File: src/rtl/rv32_multicycle_ctrl_if.sv
// rv32_multicycle_ctrl_if: memory handshake and datapath strobes of the multi-cycle control sequencer.
interface rv32_multicycle_ctrl_if;
    logic        imem_req;
    logic [31:0] imem_addr;
    logic        imem_ready;
    logic [31:0] imem_rdata;
    logic [31:0] inst;
    logic [31:0] pc;
    logic        branch_taken;
    logic [31:0] pc_target;
    logic        rf_we;
    logic        dmem_req;
    logic        dmem_we;
    logic        dmem_ready;
    logic        halted;
    logic [1:0]  err_code;

    // Sequencer side
    modport master (
        output imem_req, imem_addr, inst, pc, rf_we, dmem_req, dmem_we, halted, err_code,
        input  imem_ready, imem_rdata, branch_taken, pc_target, dmem_ready
    );

    // Memory / datapath side
    modport slave (
        input  imem_req, imem_addr, inst, pc, rf_we, dmem_req, dmem_we, halted, err_code,
        output imem_ready, imem_rdata, branch_taken, pc_target, dmem_ready
    );
endinterface

File: src/rtl/rv32_multicycle_ctrl.sv
// rv32_multicycle_ctrl: RV32I multi-cycle sequencer (FETCH/WAIT_I/DECODE/EXEC/MEM/WB/HALT).
// Optional macro RV32_CTRL_PERF_EN adds cycle_cnt / retire_cnt performance counters.
module rv32_multicycle_ctrl #(
    parameter logic [31:0] RESET_PC = 32'h0000_0000,
    parameter int unsigned TIMEOUT  = 255
) (
    input  logic clk,
    input  logic rst_n,
`ifdef RV32_CTRL_PERF_EN
    output logic [31:0] cycle_cnt,
    output logic [31:0] retire_cnt,
`endif
    rv32_multicycle_ctrl_if.master bus
);

    localparam int unsigned XLEN  = 32;
    localparam int unsigned TMO_W = 8;
    localparam int unsigned OP_W  = 7;

    localparam logic [XLEN-1:0]  NOP_INST = 32'h0000_0013;
    localparam logic [TMO_W-1:0] TMO_LAST = TMO_W'(TIMEOUT - 1);

    localparam logic [OP_W-1:0] OP_R      = 7'b0110011;
    localparam logic [OP_W-1:0] OP_IMM    = 7'b0010011;
    localparam logic [OP_W-1:0] OP_LOAD   = 7'b0000011;
    localparam logic [OP_W-1:0] OP_STORE  = 7'b0100011;
    localparam logic [OP_W-1:0] OP_BRANCH = 7'b1100011;
    localparam logic [OP_W-1:0] OP_JAL    = 7'b1101111;
    localparam logic [OP_W-1:0] OP_JALR   = 7'b1100111;
    localparam logic [OP_W-1:0] OP_LUI    = 7'b0110111;
    localparam logic [OP_W-1:0] OP_AUIPC  = 7'b0010111;
    localparam logic [OP_W-1:0] OP_SYSTEM = 7'b1110011;

    typedef enum logic [2:0] {
        S_FETCH,
        S_WAIT_I,
        S_DECODE,
        S_EXEC,
        S_MEM,
        S_WB,
        S_HALT
    } state_t;

    state_t           state_q, state_d;
    logic [XLEN-1:0]  pc_q, pc_d;
    logic [XLEN-1:0]  inst_q, inst_d;
    logic [XLEN-1:0]  tgt_q, tgt_d;
    logic             br_taken_q, br_taken_d;
    logic [TMO_W-1:0] tmo_q, tmo_d;
    logic [1:0]       err_q, err_d;

    logic imem_req_q, imem_req_d;
    logic dmem_req_q, dmem_req_d;
    logic dmem_we_q, dmem_we_d;
    logic rf_we_q, rf_we_d;
    logic halted_q, halted_d;

    logic [OP_W-1:0] opcode;
    logic            op_legal;
    logic            is_load, is_store, is_branch, is_jump, is_system;
    logic            redirect;

    assign opcode    = inst_q[OP_W-1:0];
    assign is_load   = (opcode == OP_LOAD);
    assign is_store  = (opcode == OP_STORE);
    assign is_branch = (opcode == OP_BRANCH);
    assign is_jump   = (opcode == OP_JAL) || (opcode == OP_JALR);
    assign is_system = (opcode == OP_SYSTEM);
    assign redirect  = is_jump || (is_branch && br_taken_q);

    // Opcode legality for the held instruction
    always_comb begin
        op_legal = 1'b0;
        case (opcode)
            OP_R, OP_IMM, OP_LOAD, OP_STORE, OP_BRANCH,
            OP_JAL, OP_JALR, OP_LUI, OP_AUIPC, OP_SYSTEM: op_legal = 1'b1;
            default:                                       op_legal = 1'b0;
        endcase
    end

    // Next-state, datapath-register and strobe computation
    always_comb begin
        state_d    = state_q;
        pc_d       = pc_q;
        inst_d     = inst_q;
        tgt_d      = tgt_q;
        br_taken_d = br_taken_q;
        tmo_d      = tmo_q;
        err_d      = err_q;

        case (state_q)
            S_FETCH: begin
                state_d = S_WAIT_I;
                tmo_d   = '0;
            end
            S_WAIT_I: begin
                if (bus.imem_ready) begin
                    inst_d  = bus.imem_rdata;
                    state_d = S_DECODE;
                end else if (tmo_q == TMO_LAST) begin
                    state_d = S_HALT;
                    err_d   = 2'b10;
                end else begin
                    tmo_d = tmo_q + TMO_W'(1);
                end
            end
            S_DECODE: begin
                if (!op_legal) begin
                    state_d = S_HALT;
                    err_d   = 2'b01;
                end else if (is_system) begin
                    state_d = S_HALT;
                    err_d   = 2'b11;
                end else begin
                    state_d = S_EXEC;
                end
            end
            S_EXEC: begin
                br_taken_d = bus.branch_taken;
                tgt_d      = bus.pc_target;
                if (is_load || is_store) begin
                    state_d = S_MEM;
                    tmo_d   = '0;
                end else begin
                    state_d = S_WB;
                end
            end
            S_MEM: begin
                if (bus.dmem_ready) begin
                    state_d = S_WB;
                end else if (tmo_q == TMO_LAST) begin
                    state_d = S_HALT;
                    err_d   = 2'b10;
                end else begin
                    tmo_d = tmo_q + TMO_W'(1);
                end
            end
            S_WB: begin
                // Targets are forced word-aligned
                pc_d    = redirect ? (tgt_q & ~XLEN'(3)) : (pc_q + XLEN'(4));
                state_d = S_FETCH;
            end
            S_HALT: begin
                state_d = S_HALT;
            end
            default: begin
                state_d = S_HALT;
            end
        endcase

        imem_req_d = (state_d == S_FETCH) || (state_d == S_WAIT_I);
        dmem_req_d = (state_d == S_MEM);
        dmem_we_d  = (state_d == S_MEM) && is_store;
        rf_we_d    = (state_d == S_WB) && !is_store && !is_branch && (inst_q[11:7] != 5'd0);
        halted_d   = (state_d == S_HALT);
    end

    // State, datapath registers and registered strobes
    always_ff @(posedge clk or negedge rst_n) begin
        if (!rst_n) begin
            state_q    <= S_FETCH;
            pc_q       <= RESET_PC;
            inst_q     <= NOP_INST;
            tgt_q      <= '0;
            br_taken_q <= 1'b0;
            tmo_q      <= '0;
            err_q      <= 2'b00;
            imem_req_q <= 1'b0;
            dmem_req_q <= 1'b0;
            dmem_we_q  <= 1'b0;
            rf_we_q    <= 1'b0;
            halted_q   <= 1'b0;
        end else begin
            state_q    <= state_d;
            pc_q       <= pc_d;
            inst_q     <= inst_d;
            tgt_q      <= tgt_d;
            br_taken_q <= br_taken_d;
            tmo_q      <= tmo_d;
            err_q      <= err_d;
            imem_req_q <= imem_req_d;
            dmem_req_q <= dmem_req_d;
            dmem_we_q  <= dmem_we_d;
            rf_we_q    <= rf_we_d;
            halted_q   <= halted_d;
        end
    end

    assign bus.imem_req  = imem_req_q;
    assign bus.imem_addr = pc_q;
    assign bus.inst      = inst_q;
    assign bus.pc        = pc_q;
    assign bus.rf_we     = rf_we_q;
    assign bus.dmem_req  = dmem_req_q;
    assign bus.dmem_we   = dmem_we_q;
    assign bus.halted    = halted_q;
    assign bus.err_code  = err_q;

`ifdef RV32_CTRL_PERF_EN
    // Active-cycle and retired-instruction counters
    always_ff @(posedge clk or negedge rst_n) begin
        if (!rst_n) begin
            cycle_cnt  <= '0;
            retire_cnt <= '0;
        end else begin
            if (state_q != S_HALT) cycle_cnt <= cycle_cnt + XLEN'(1);
            if (state_q == S_WB)   retire_cnt <= retire_cnt + XLEN'(1);
        end
    end
`endif

endmodule
File: src/flat_wrapper.sv
// flat-port wrapper written by rule: the top's interface ports become plain ports
module rv32_multicycle_ctrl_flat 
#(
    parameter logic [31:0] RESET_PC = 32'h0000_0000,
    parameter int unsigned TIMEOUT  = 255
)
  (clk, rst_n, bus_imem_req, bus_imem_addr, bus_inst, bus_pc, bus_rf_we, bus_dmem_req, bus_dmem_we, bus_halted, bus_err_code, bus_imem_ready, bus_imem_rdata, bus_branch_taken, bus_pc_target, bus_dmem_ready);
  rv32_multicycle_ctrl_if bus_i ();
  input  logic clk;
  input  logic rst_n;
  output wire logic [$bits(bus_i.imem_req)-1:0] bus_imem_req;
  output wire logic [$bits(bus_i.imem_addr)-1:0] bus_imem_addr;
  output wire logic [$bits(bus_i.inst)-1:0] bus_inst;
  output wire logic [$bits(bus_i.pc)-1:0] bus_pc;
  output wire logic [$bits(bus_i.rf_we)-1:0] bus_rf_we;
  output wire logic [$bits(bus_i.dmem_req)-1:0] bus_dmem_req;
  output wire logic [$bits(bus_i.dmem_we)-1:0] bus_dmem_we;
  output wire logic [$bits(bus_i.halted)-1:0] bus_halted;
  output wire logic [$bits(bus_i.err_code)-1:0] bus_err_code;
  input wire logic [$bits(bus_i.imem_ready)-1:0] bus_imem_ready;
  input wire logic [$bits(bus_i.imem_rdata)-1:0] bus_imem_rdata;
  input wire logic [$bits(bus_i.branch_taken)-1:0] bus_branch_taken;
  input wire logic [$bits(bus_i.pc_target)-1:0] bus_pc_target;
  input wire logic [$bits(bus_i.dmem_ready)-1:0] bus_dmem_ready;
  assign bus_imem_req = bus_i.imem_req;
  assign bus_imem_addr = bus_i.imem_addr;
  assign bus_inst = bus_i.inst;
  assign bus_pc = bus_i.pc;
  assign bus_rf_we = bus_i.rf_we;
  assign bus_dmem_req = bus_i.dmem_req;
  assign bus_dmem_we = bus_i.dmem_we;
  assign bus_halted = bus_i.halted;
  assign bus_err_code = bus_i.err_code;
  assign bus_i.imem_ready = bus_imem_ready;
  assign bus_i.imem_rdata = bus_imem_rdata;
  assign bus_i.branch_taken = bus_branch_taken;
  assign bus_i.pc_target = bus_pc_target;
  assign bus_i.dmem_ready = bus_dmem_ready;
  rv32_multicycle_ctrl #(.RESET_PC(RESET_PC), .TIMEOUT(TIMEOUT)) u_core (.clk(clk), .rst_n(rst_n), .bus(bus_i));
endmodule
File: config.mk
export PLATFORM = sky130hd
export DESIGN_NAME = rv32_multicycle_ctrl_flat
export DESIGN_NICKNAME = d
export VERILOG_FILES = /design/src/rtl/rv32_multicycle_ctrl_if.sv /design/src/rtl/rv32_multicycle_ctrl.sv /design/src/flat_wrapper.sv
export SDC_FILE = /design/constraint.sdc
export NUM_CORES = 1
export LEC_CHECK = 0
export CAP_MARGIN = 25
export CORE_UTILIZATION = 47
export CTS_CLUSTER_SIZE = 16
export DETAILED_ROUTE_END_ITERATION = 8
export MAX_ROUTING_LAYER = met4
export PLACE_DENSITY_LB_ADDON = 0.05
export SLEW_MARGIN = 10
export SYNTH_ARGS = -nofsm -noshare
export SYNTH_HDL_FRONTEND = slang
export SYNTH_SLANG_ARGS = --single-unit
File: constraint.sdc
create_clock -name clk -period 2.85 [get_ports clk]
set_input_delay 0.57 -clock clk [delete_from_list [all_inputs] [get_ports clk]]
set_output_delay 0.57 -clock clk [all_outputs]
set_load 0.02 [all_outputs]
# Word-level counts from Yosys, hierarchy flattened
# Index checks and enable logic that the tools add are counted.
[totals] reg_bits=115 out_inout_bits=103 wordCells=78
[classes] addsub=2 eq_ne=24 mux=20 reduce_logical=20
[op_table] operator="$add A32 B3 Y32 const B" count=1
[op_table] operator="$mux W32" count=1
[op_table] operator="$mux W8" count=4
[op_table] operator="$pmux W8 S4" count=1
[op_table] operator="$eq A7 B7 Y1 const B" count=4
[op_table] operator="$eq A7 B6 Y1 const B" count=3
[op_table] operator="$pmux W3 S6" count=1
[op_table] operator="$eq A3 B3 Y1 const B" count=5
[op_table] operator="$mux W3" count=5
[op_table] operator="$eq A7 B5 Y1 const B" count=2
[op_table] operator="$mux W2" count=5
[op_table] operator="$reduce_or A10 Y1" count=1
[op_table] operator="$add A8 B1 Y8 const B" count=1
[op_table] operator="$eq A8 B8 Y1 const B" count=1
[op_table] operator="$reduce_and A4 Y1" count=2
[op_table] operator="$eq A7 B2 Y1 const B" count=1
[op_table] operator="$eq A3 B1 Y1 const B" count=2
[op_table] operator="$eq A3 B2 Y1 const B" count=2
[op_table] operator="$logic_not A3 Y1" count=2
[op_table] operator="$pmux W2 S3" count=1
[op_table] operator="$logic_and A1 B1 Y1" count=5
[op_table] operator="$reduce_bool A5 Y1" count=1
[op_table] operator="$logic_or A1 B1 Y1" count=4
[op_table] operator="$ne A2 B2 Y1 const B" count=2
[op_table] operator="other kinds (7)" count=9

# Logic depth before layout (Yosys ltp)
[depth] depth_word=9 mapped_depth=8 depth_no_buf=7

# Least setup slack after synthesis
# OpenSTA, ideal clock, no wires.
[synth_path] kind="register to register" startpoint="register u_core.pc_q[2], in the netlist u_core.bus.imem_addr[2]" endpoint="register u_core.pc_q[24], in the netlist u_core.bus.imem_addr[24]" setup_time_ns=0.069 t_arrival_ns=2.062 required_time_ns=2.781 slack_ns=0.719 stages_incl_launch_ff=7 path_buffers=0 path_cell_list="dfrtp_1 > ha_1 > nand4_1 > nor3_2 > nand4_1 > or4_1 > nand3_1"
[synth_via] elab_chain_len=2
[synth_lines] item="start, declared" line_no="rv32_multicycle_ctrl.sv:45" text="logic [XLEN-1:0] pc_q, pc_d;"
[synth_lines] item="start signal, assigned" line_no="rv32_multicycle_ctrl.sv:175" text="pc_q <= pc_d;"
[synth_lines] item="$add A32 B3 Y32" line_no="rv32_multicycle_ctrl.sv:140" text="pc_d = redirect ? (tgt_q & ~XLEN'(3)) : (pc_q + XLEN'(4));"
[synth_lines] item="$mux W32" line_no="rv32_multicycle_ctrl.sv:140"
# Every way passes these cells.
# A chain may end at the register's enable or synchronous reset.

# Worst setup path after layout
[layout_path] startpoint="register u_core.pc_q[2], in the netlist u_core.bus.imem_addr[2]" endpoint="register u_core.pc_q[18], in the netlist u_core.bus.imem_addr[18]"
# The elaborated chain is that of the path after synthesis.

==> results.cfg <==
[run_status]
status = finished with violations
violations = DRC

[clock_tree]
postCtsHoldBufs = 0
cts_tree = done
cts_resized = 0
clockRootBuffer = clkbuf_16
postCtsSetupBuffers = 0
clock_path_buffers = 2
clk_latency_ns = 0.35
cts_inserted_buffers = 9
clock-sinks = 111
htree_levels = 3
path_clk_slew_ns = 0.07

[route]
drc = 13
via_per_inst = 5.687
vias = 4982
ant_nets = 0
wl_per_cell_um = 16.57
first_pass_iters = 9
drt_wl_total_um = 14520
drtIter0Drc = 328

[timing]
fmax_ghz = 0.4205
min_period_ns = 2.378
setup_tns_ns = 0
clock-skew-final_ns = 0.005083
rsz0062_at_grt = no
slew_headroom_pct = 56.36
final_max_slew_viol_count = 0
finalCritPeriodShare_pct = 83.43
setup_viol = 0
tightest_slew_ns = 0.6547
hold_viol = 0

[placed_design]
dp_cells = 860
gp_congestion = 0.8993
hpwl_um = 10380
io_buffers = 165

[worst_setup_path]
end_kind = flop
critPathCapture = u_core.bus.imem_addr[18]
startpoint_type = flop
critical_path_arrival_ns = 2.63
worst_ep_required_time_ns = 3.10
critPathKind = flop to flop
r2r-start = u_core.bus.imem_addr[2]
cp_max_fo = 8
crit_start = u_core.bus.imem_addr[2]
worstReg2RegEnd = u_core.bus.imem_addr[18]
reg2reg_slack_ns = 0.47
r2r_cells = 6

[power]
power_leakage_nw = 3.110
max-vdd-ir-drop_mv = 0.6501
p_per_area_nw_per_um2 = 940.5

[layout]
num-nets-final = 800
fillCellCount = 978
diodes = 0
multiInputGateArea_um2 = 2447
instances_no_fill = 876
ff_latch_area_um2 = 2781
most-common-layout-cells = clkdlybuf4s50_1 (164), nand2_1 (127), dfrtp_1 (108)
final_common_cell = clkdlybuf4s50_1
layout-drive-gt1-share_pct = 9.686
synthToLayoutAreaGrowth_pct = 32.32
fin_util_pct = 64.45

[global_routing]
grt_pass1_vias = 5099
grt_antenna_before_repair = 0
grt_max_degree = 69
grt.total_usage_pct = 25.79
grt_overflow = 0
grt_pass1_wl_um = 24780

[synth]
synth_largest_area_cell = dfrtp_1
syn_area_per_cell_um2 = 9.295
synth_seq_cells = 111
synthFlopType = dfrtp_1
synth_area_leaders = dfrtp_1 (48%), nand2_1 (8.5%), mux2_2 (6.2%)
seq_area_frac_synth_pct = 49.38
synth_top_area_share_pct = 47.98
ys_types = 61
synth-edff-count = 0
syn-cell-area_um2 = 5633
ys_async_sr_fraction_pct = 100.0
yosys_warnings = 0
netlist_instances = 606

[die]
die_x_um = 111.5
dieArea_um2 = 12430
core_region_area_um2 = 11560
io_pins = 172
row_count = 39
fp.dieH_um = 111.5
start_util_pct = 48.71

[worst_hold_path]
min_path_type = input port to async pin

[run]
maxCapViolCount = 0
==> registers in the layout, summed over array words and instances (netlist names) <==
| signal | flops |
|---|---|
| u_core.bus.inst | 32 |
| u_core.bus.dmem_we | 1 |
| u_core.bus.rf_we | 1 |
| u_core.bus.err_code | 2 |
| u_core.bus.halted | 1 |
| u_core.bus.imem_req | 1 |
| u_core.state_q | 3 |
| u_core.bus.dmem_req | 1 |
| u_core.br_taken_q | 1 |
| u_core.tmo_q | 8 |
| u_core.bus.imem_addr | 30 |
| u_core.tgt_q | 30 |
==> synth_stat cells (6+ instances only) <==
cell,instances
nand2_1,127
dfrtp_1,108
a21oi_1,46
buf_4,34
nor2_1,33
mux2_2,31
nand3_1,30
o21ai_0,24
clkbuf_1,20
nand4_1,17
nor3_1,11
o22ai_1,9
and3_1,8
inv_1,7
a2bb2oi_1,6
buf_1,6
==> power by group <==
part	internal [mW]	switching [mW]	total (mW)
clock network	0.622	0.586	1.21
logic	1.44	1.59	3.03
registers	2.20	0.577	2.77
total	4.26	2.75	7.01
==> layout make-up <==
cell class / instances / area share (%)
inverters: 7 / 0.3525
flip-flops and latches: 111 / 37.32
clock inverters: 6 / 0.5875
multi-input cells: 424 / 32.84
clock buffers: 10 / 3.206
well taps: 143 / 2.401
repair buffers: 175 / 23.30
==> per-layer routing <==
metal	routed length (um)	up-vias	global-route usage (%)
li1	-	2367	-
met1	6079	2419	31.12
met5	0	-	-
met3	908	23	6.750
met2	7302	173	42.58
met4	229	0	7.568
==> cell families (layout without fill, tap and decap cells) <==
group,after synthesis,count (layout),synth area share (%)
DFF,111,111,49.38
adders and majority gates,3,3,0.6664
and+or+nand+nor,262,262,21.95
other,1,4,0.06657
muxes,32,32,6.375
buffers and inverters,74,198,7.463
AOI/OAI and AO/OA,123,123,14.11
==> worst min-delay path by stage <==
stage,startpoint,to,cells past startpoint
after CTS,rst_n,u_core.bus.imem_addr[18],2
after detailed placement,u_core.tgt_q[11],u_core.tgt_q[11],2
final,rst_n,u_core.bus.imem_addr[18],2
after floorplan,rst_n,u_core.br_taken_q,0
after global routing,rst_n,u_core.bus.imem_addr[18],2
after global placement,u_core.tgt_q[10],u_core.tgt_q[10],2
==> worst max-delay path, stage by stage, from the launching register on <==
cell	delay, ns
dfrtp_1	0.49
ha_1	0.28
nand4_1	0.29
or4_1	0.71
a21oi_1	0.19
nor2_1	0.06
a311oi_1	0.26
==> per-stage QoR <==
stage	instance area (um2)	hold slack [ns]	total power, mW	setup WS, ns
CTS	7453	0.2366	7.071	0.4708
floorplan	5644	0.2744	4.565	0.7186
detailed placement	7171	0.4565	5.829	0.5183
global placement	7171	0.4587	5.732	0.6049
finish	7453	0.2217	7.010	0.4721
global route	7453	0.2408	7.479	0.3590
(Power assumes the default switching activity.)
==> edit 1, RTL diff (same settings) <==
`TIMEOUT` is set to 255 in 2 places; all go to 191.
--- a/src/rtl/rv32_multicycle_ctrl.sv
+++ b/src/rtl/rv32_multicycle_ctrl.sv
@@ -3,5 +3,5 @@
 module rv32_multicycle_ctrl #(
     parameter logic [31:0] RESET_PC = 32'h0000_0000,
-    parameter int unsigned TIMEOUT  = 255
+    parameter int unsigned TIMEOUT  = 191
 ) (
     input  logic clk,
--- a/src/flat_wrapper.sv
+++ b/src/flat_wrapper.sv
@@ -3,5 +3,5 @@
 #(
     parameter logic [31:0] RESET_PC = 32'h0000_0000,
-    parameter int unsigned TIMEOUT  = 255
+    parameter int unsigned TIMEOUT  = 191
 )
   (clk, rst_n, bus_imem_req, bus_imem_addr, bus_inst, bus_pc, bus_rf_we, bus_dmem_req, bus_dmem_we, bus_halted, bus_err_code, bus_imem_ready, bus_imem_rdata, bus_branch_taken, bus_pc_target, bus_dmem_ready);
Function: same outputs for any inputs over 10 cycles, from zero or initial values and one cycle with rst_n low; that may be too few to reach the edited logic, so the function may still have changed.
==> edit 1 against the unedited design <==
Highest routed layer unchanged. Clock power rose by 12%. Power increased by 7.8%. Area after synthesis decreased by 0.44%. The run still ends with design-rule violations left. Critical path depth decreased by 5. Largest power group unchanged. Routed wire length decreased by 7.6%. Final area rose by 0.62%. Sequential cell count is the same. Worst setup slack improved by 170 ps. Sequential power up 3%.
==> edit 1: results (changes against the unedited design) <==
Setup WS pre-CTS=572.5 ps (was 518.3 ps); peak supply drop=0.0006575 V (was 0.0006501 V); CTS H-tree depth=3 (unchanged); All-Layer GR Usage=23.74% (was 25.79%); worst-margin pin slew=789.8 ps (was 654.7 ps); largest net degree at the start of global routing=48 (was 69); GP Congestion=0.9001 (was 0.8993); max FFs per register=32 (unchanged); CP max-delay cell=clkdlybuf4s50_1 (was or4_1); Synth cell types=62 (was 61); failing checks=design-rule violations (unchanged); n_diodes=0 (unchanged); synth warn=0 (unchanged); fill count=942 (was 978); first-pass GRT wire length=22.85 mm (was 24.78 mm); final net count=727 (was 800); Reg2Reg Setup Slack=650 ps (was 470 ps); final WL=13.41 mm (was 14.52 mm); Post-synth EDFFs=0 (unchanged); Critical Path AT=1640 ps (was 2630 ps); synth top area cells=dfrtp_1 (48%), mux2_2 (13%), buf_4 (4.7%), a21oi_1 (4.0%), o21ai_0 (2.3%) (was dfrtp_1 (48%), nand2_1 (8.5%), mux2_2 (6.2%), buf_4 (4.5%), a21oi_1 (4.1%)); Post-synth top cells=dfrtp_1 (108), mux2_2 (63), a21oi_1 (45), buf_4 (35), nand2_1 (28) (was nand2_1 (127), dfrtp_1 (108), a21oi_1 (46), buf_4 (34), nor2_1 (33)); layout cells sized above 1=17.00% (was 9.686%); initial drt markers=233 (was 328); CTS resizes=0 (unchanged); port bufs=165 (unchanged); Setup Skew=7.083 ps (was 5.083 ps); Vias=4553 (was 4982); status=finished with violations (unchanged); worst hold margin=197.3 ps (was 221.7 ps); Seq/Total Area, Yosys=49.60% (was 49.38%); Tcrit/Tclk final=77.54% (was 83.43%); clock root buffer=clkbuf_16 (unchanged); # DRC=22 (was 13); CP max FO=10 (was 8); Leak=0.003032 uW (was 0.003110 uW); HPWL Detailed=9.465 mm (was 10.38 mm); CP delay by family, top=buffers and inverters (was simple AND/OR/NAND/NOR gates)
edit 1: kinds of logic (layout without fill, tap and decap cells):
group / count (synthesis) / after routing / synth area share [%]
AND/OR/NAND/NOR: 144 / 144 / 14.17
AO/OA/AOI/OAI: 130 / 130 / 14.97
flip-flops: 111 / 111 / 49.60
buffers and inverters: 72 / 202 / 7.519
multiplexers: 65 / 65 / 13.01
adder cells (fa/ha/maj): 3 / 3 / 0.6694
other: 1 / 4 / 0.06687
edit 1: layer usage:
metal	up-vias	share of wire, %	track usage (%)
met5	-	0	-
met4	0	0.66	5.405
met3	10	7.4	8.311
met2	153	49	37.50
met1	2225	43	29.31
li1	2165	-	-
edit 1: layout make-up:
class	instances	area, sq um	share of cell area (%)
Timing Repair Buffer	178	1759	23.46
Tap cell	143	178.9	2.386
Sequential cell	111	2781	37.09
Inverter	9	33.78	0.4505
Clock buffer	9	225.2	3.003
Multi-Input combinational cell	346	2427	32.37
Clock inverter	6	93.84	1.251
edit 1: through the flow:
step / instances / area (sq um)
5_1_grt: 802 / 7500
3_3_place_gp: 786 / 7161
6_report: 802 / 7500
4_1_cts: 801 / 7480
3_5_place_dp: 786 / 7161
2_1_floorplan: 529 / 5619
edit 1: worst paths after layout:
kind / startpoint / to / depth (start not counted)
hold / removal: rst_n / u_core.bus.imem_addr[8] / 1
setup reg to reg: u_core.bus.inst[1] / u_core.bus.imem_addr[17] / 4
min in group clk: u_core.bus.inst[30] / u_core.bus.inst[30] / 1
max in group asynchronous: rst_n / u_core.bus.inst[25] / 2
hold reg to reg: u_core.bus.inst[30] / u_core.bus.inst[30] / 1
setup / recovery: u_core.bus.inst[6] / bus_inst[6] / 1
edit 1: power by group:
part	switching, uW	total, uW	internal (uW)
combinational	1640	3350	1700
clock	583	1360	773
sequential	622	2860	2230
==> edit 2, RTL diff (same settings) <==
Made on the original files. The 7 states of `state_t` get a one-hot encoding in 7 bits.
--- a/src/rtl/rv32_multicycle_ctrl.sv
+++ b/src/rtl/rv32_multicycle_ctrl.sv
@@ -32,12 +32,12 @@
     localparam logic [OP_W-1:0] OP_SYSTEM = 7'b1110011;
 
-    typedef enum logic [2:0] {
-        S_FETCH,
-        S_WAIT_I,
-        S_DECODE,
-        S_EXEC,
-        S_MEM,
-        S_WB,
-        S_HALT
+    typedef enum logic [6:0] {
+        S_FETCH  = 7'b0000001,
+        S_WAIT_I = 7'b0000010,
+        S_DECODE = 7'b0000100,
+        S_EXEC   = 7'b0001000,
+        S_MEM    = 7'b0010000,
+        S_WB     = 7'b0100000,
+        S_HALT   = 7'b1000000
     } state_t;
 
Function: same outputs for any inputs over 10 cycles, from zero or initial values and one cycle with rst_n low; not proved beyond that.
==> edit 2 against the unedited design <==
Routed wire length increased by 1.7%. Critical endpoint is now u_core.tmo_q[0]. Worst setup slack improved by 97 ps. Area after synthesis increased by 2.0%. Final area increased by 5.4%. Sequential share of layout area decreased by 0.61 points. Critical path type unchanged. Sequential cell count increased by 4. First-iteration DRC count decreased by 2.1%.
Power is not compared: it rests on default switching activity, and its combinational part moved more than twofold at a synthesized area within 25%.
==> edit 2: results (changes against the unedited design) <==
synth top area cells=dfrtp_1 (48%), nand2_1 (8.6%), mux2_2 (6.1%), buf_4 (4.6%), a21oi_1 (2.7%) (was dfrtp_1 (48%), nand2_1 (8.5%), mux2_2 (6.2%), buf_4 (4.5%), a21oi_1 (4.1%)); clk slew on worst S/H paths=50 ps (was 70 ps); Synth cell types=69 (was 61); first-pass GRT wire length=23.83 mm (was 24.78 mm); Clock Latency Late Sink=410 ps (was 350 ps); GP Congestion=0.8529 (was 0.8993); layout cells sized above 1=11.46% (was 9.686%); CP max FO=11 (was 8); initial drt markers=321 (was 328); Yosys top cell area share=48.37% (was 47.98%); Critical Path AT=2570 ps (was 2630 ps); Vias=5025 (was 4982); Die ar.=12670 sq um (was 12430 sq um); All-Layer GR Usage=24.92% (was 25.79%); CTS H-tree depth=4 (was 3); Worst Reg2Reg Path Length in Cells=5 (was 6); vias in the first global route=4878 (was 5099); relative slew slack=41.07% (was 56.36%); largest net degree at the start of global routing=70 (was 69); Seq/Total Area, Yosys=50.20% (was 49.38%); status=finished, final reports clean (was finished with violations); HPWL Detailed=10.30 mm (was 10.38 mm); final net count=803 (was 800); cts bufs inserted=17 (was 9); Setup Skew=6.642 ps (was 5.083 ps); FFs w/ async S/R, synth=100.0% (unchanged); First-pass DRT Iterations=7 (was 9); final WL=14.76 mm (was 14.52 mm); Post-synth top cells=nand2_1 (132), dfrtp_1 (111), buf_4 (35), a21oi_1 (31), mux2_2 (31) (was nand2_1 (127), dfrtp_1 (108), a21oi_1 (46), buf_4 (34), nor2_1 (33))
==> edit 2: cells by family after synthesis <==
group,count (synthesis),share of synthesized area (%)
other,1,0.06530
AOI/OAI and AO/OA,117,13.64
DFF,115,50.20
xor gates and xnor gates,2,0.3051
buffers and inverters,71,7.211
muxes,36,6.972
adders and majority gates,3,0.6537
and+or+nand+nor,252,20.96
==> edit 2: path summary, 6_finish.rpt <==
path | from | end | slack (ps)
max | u_core.state_q[2] | u_core.tmo_q[0] | 570
min in group clk | u_core.bus.inst[17] | u_core.bus.inst[17] | 470
min reg2reg | u_core.bus.inst[17] | u_core.bus.inst[17] | 470
max reg2reg | u_core.state_q[2] | u_core.tmo_q[0] | 570
max in group asynchronous | rst_n | u_core.bus.imem_addr[27] | 1840
min | rst_n | u_core.tmo_q[6] | 280
==> edit 2: through the flow <==
step | cell area, sq um | power [uW] | utilization [%] | std cells | hold WS, ps
2_1_floorplan | 5754 | 1673 | - | 600 | 274.4
5_1_grt | 7853 | 3791 | 65.65 | 889 | 353.8
3_3_place_gp | 7311 | 1797 | 61.12 | 859 | 456.7
4_1_cts | 7853 | 3725 | 65.65 | 889 | 300.8
3_5_place_dp | 7311 | 1798 | 61.12 | 859 | 461.1
6_report | 7853 | 3674 | 65.65 | 889 | 277.7
==> edit 2: where the power goes <==
| part | switching [uW] | internal [uW] |
|---|---|---|
| logic | 50.2 | 83.2 |
| clock network | 673 | 1230 |
| registers | 0 | 1640 |
| total | 724 | 2950 |
==> edit 2: worst max-delay path, stage by stage, from the launching register on <==
cell	delay, ps
dfrtp_1	400
or3_1	480
a211oi_1	370
a221o_1	410
or2_1	190
mux2_1	320
==> edit 2: area by class of cell <==
class | instances | area, sq um
fillers | 997 | 4109
clock buffers | 26 | 519.2
multi-input cells | 414 | 2466
well taps | 147 | 183.9
clock inverters | 4 | 22.52
repair buffers | 178 | 1759
flip-flops and latches | 115 | 2883
inverters | 5 | 18.77
==> edit 2: routing by layer <==
metal	share of wire, %	wire [um]	GRT usage, %
met5	0	0	-
met1	45	6625	31.28
met3	6.9	1023	7.451
met2	47	6929	38.77
met4	1.3	185	7.733
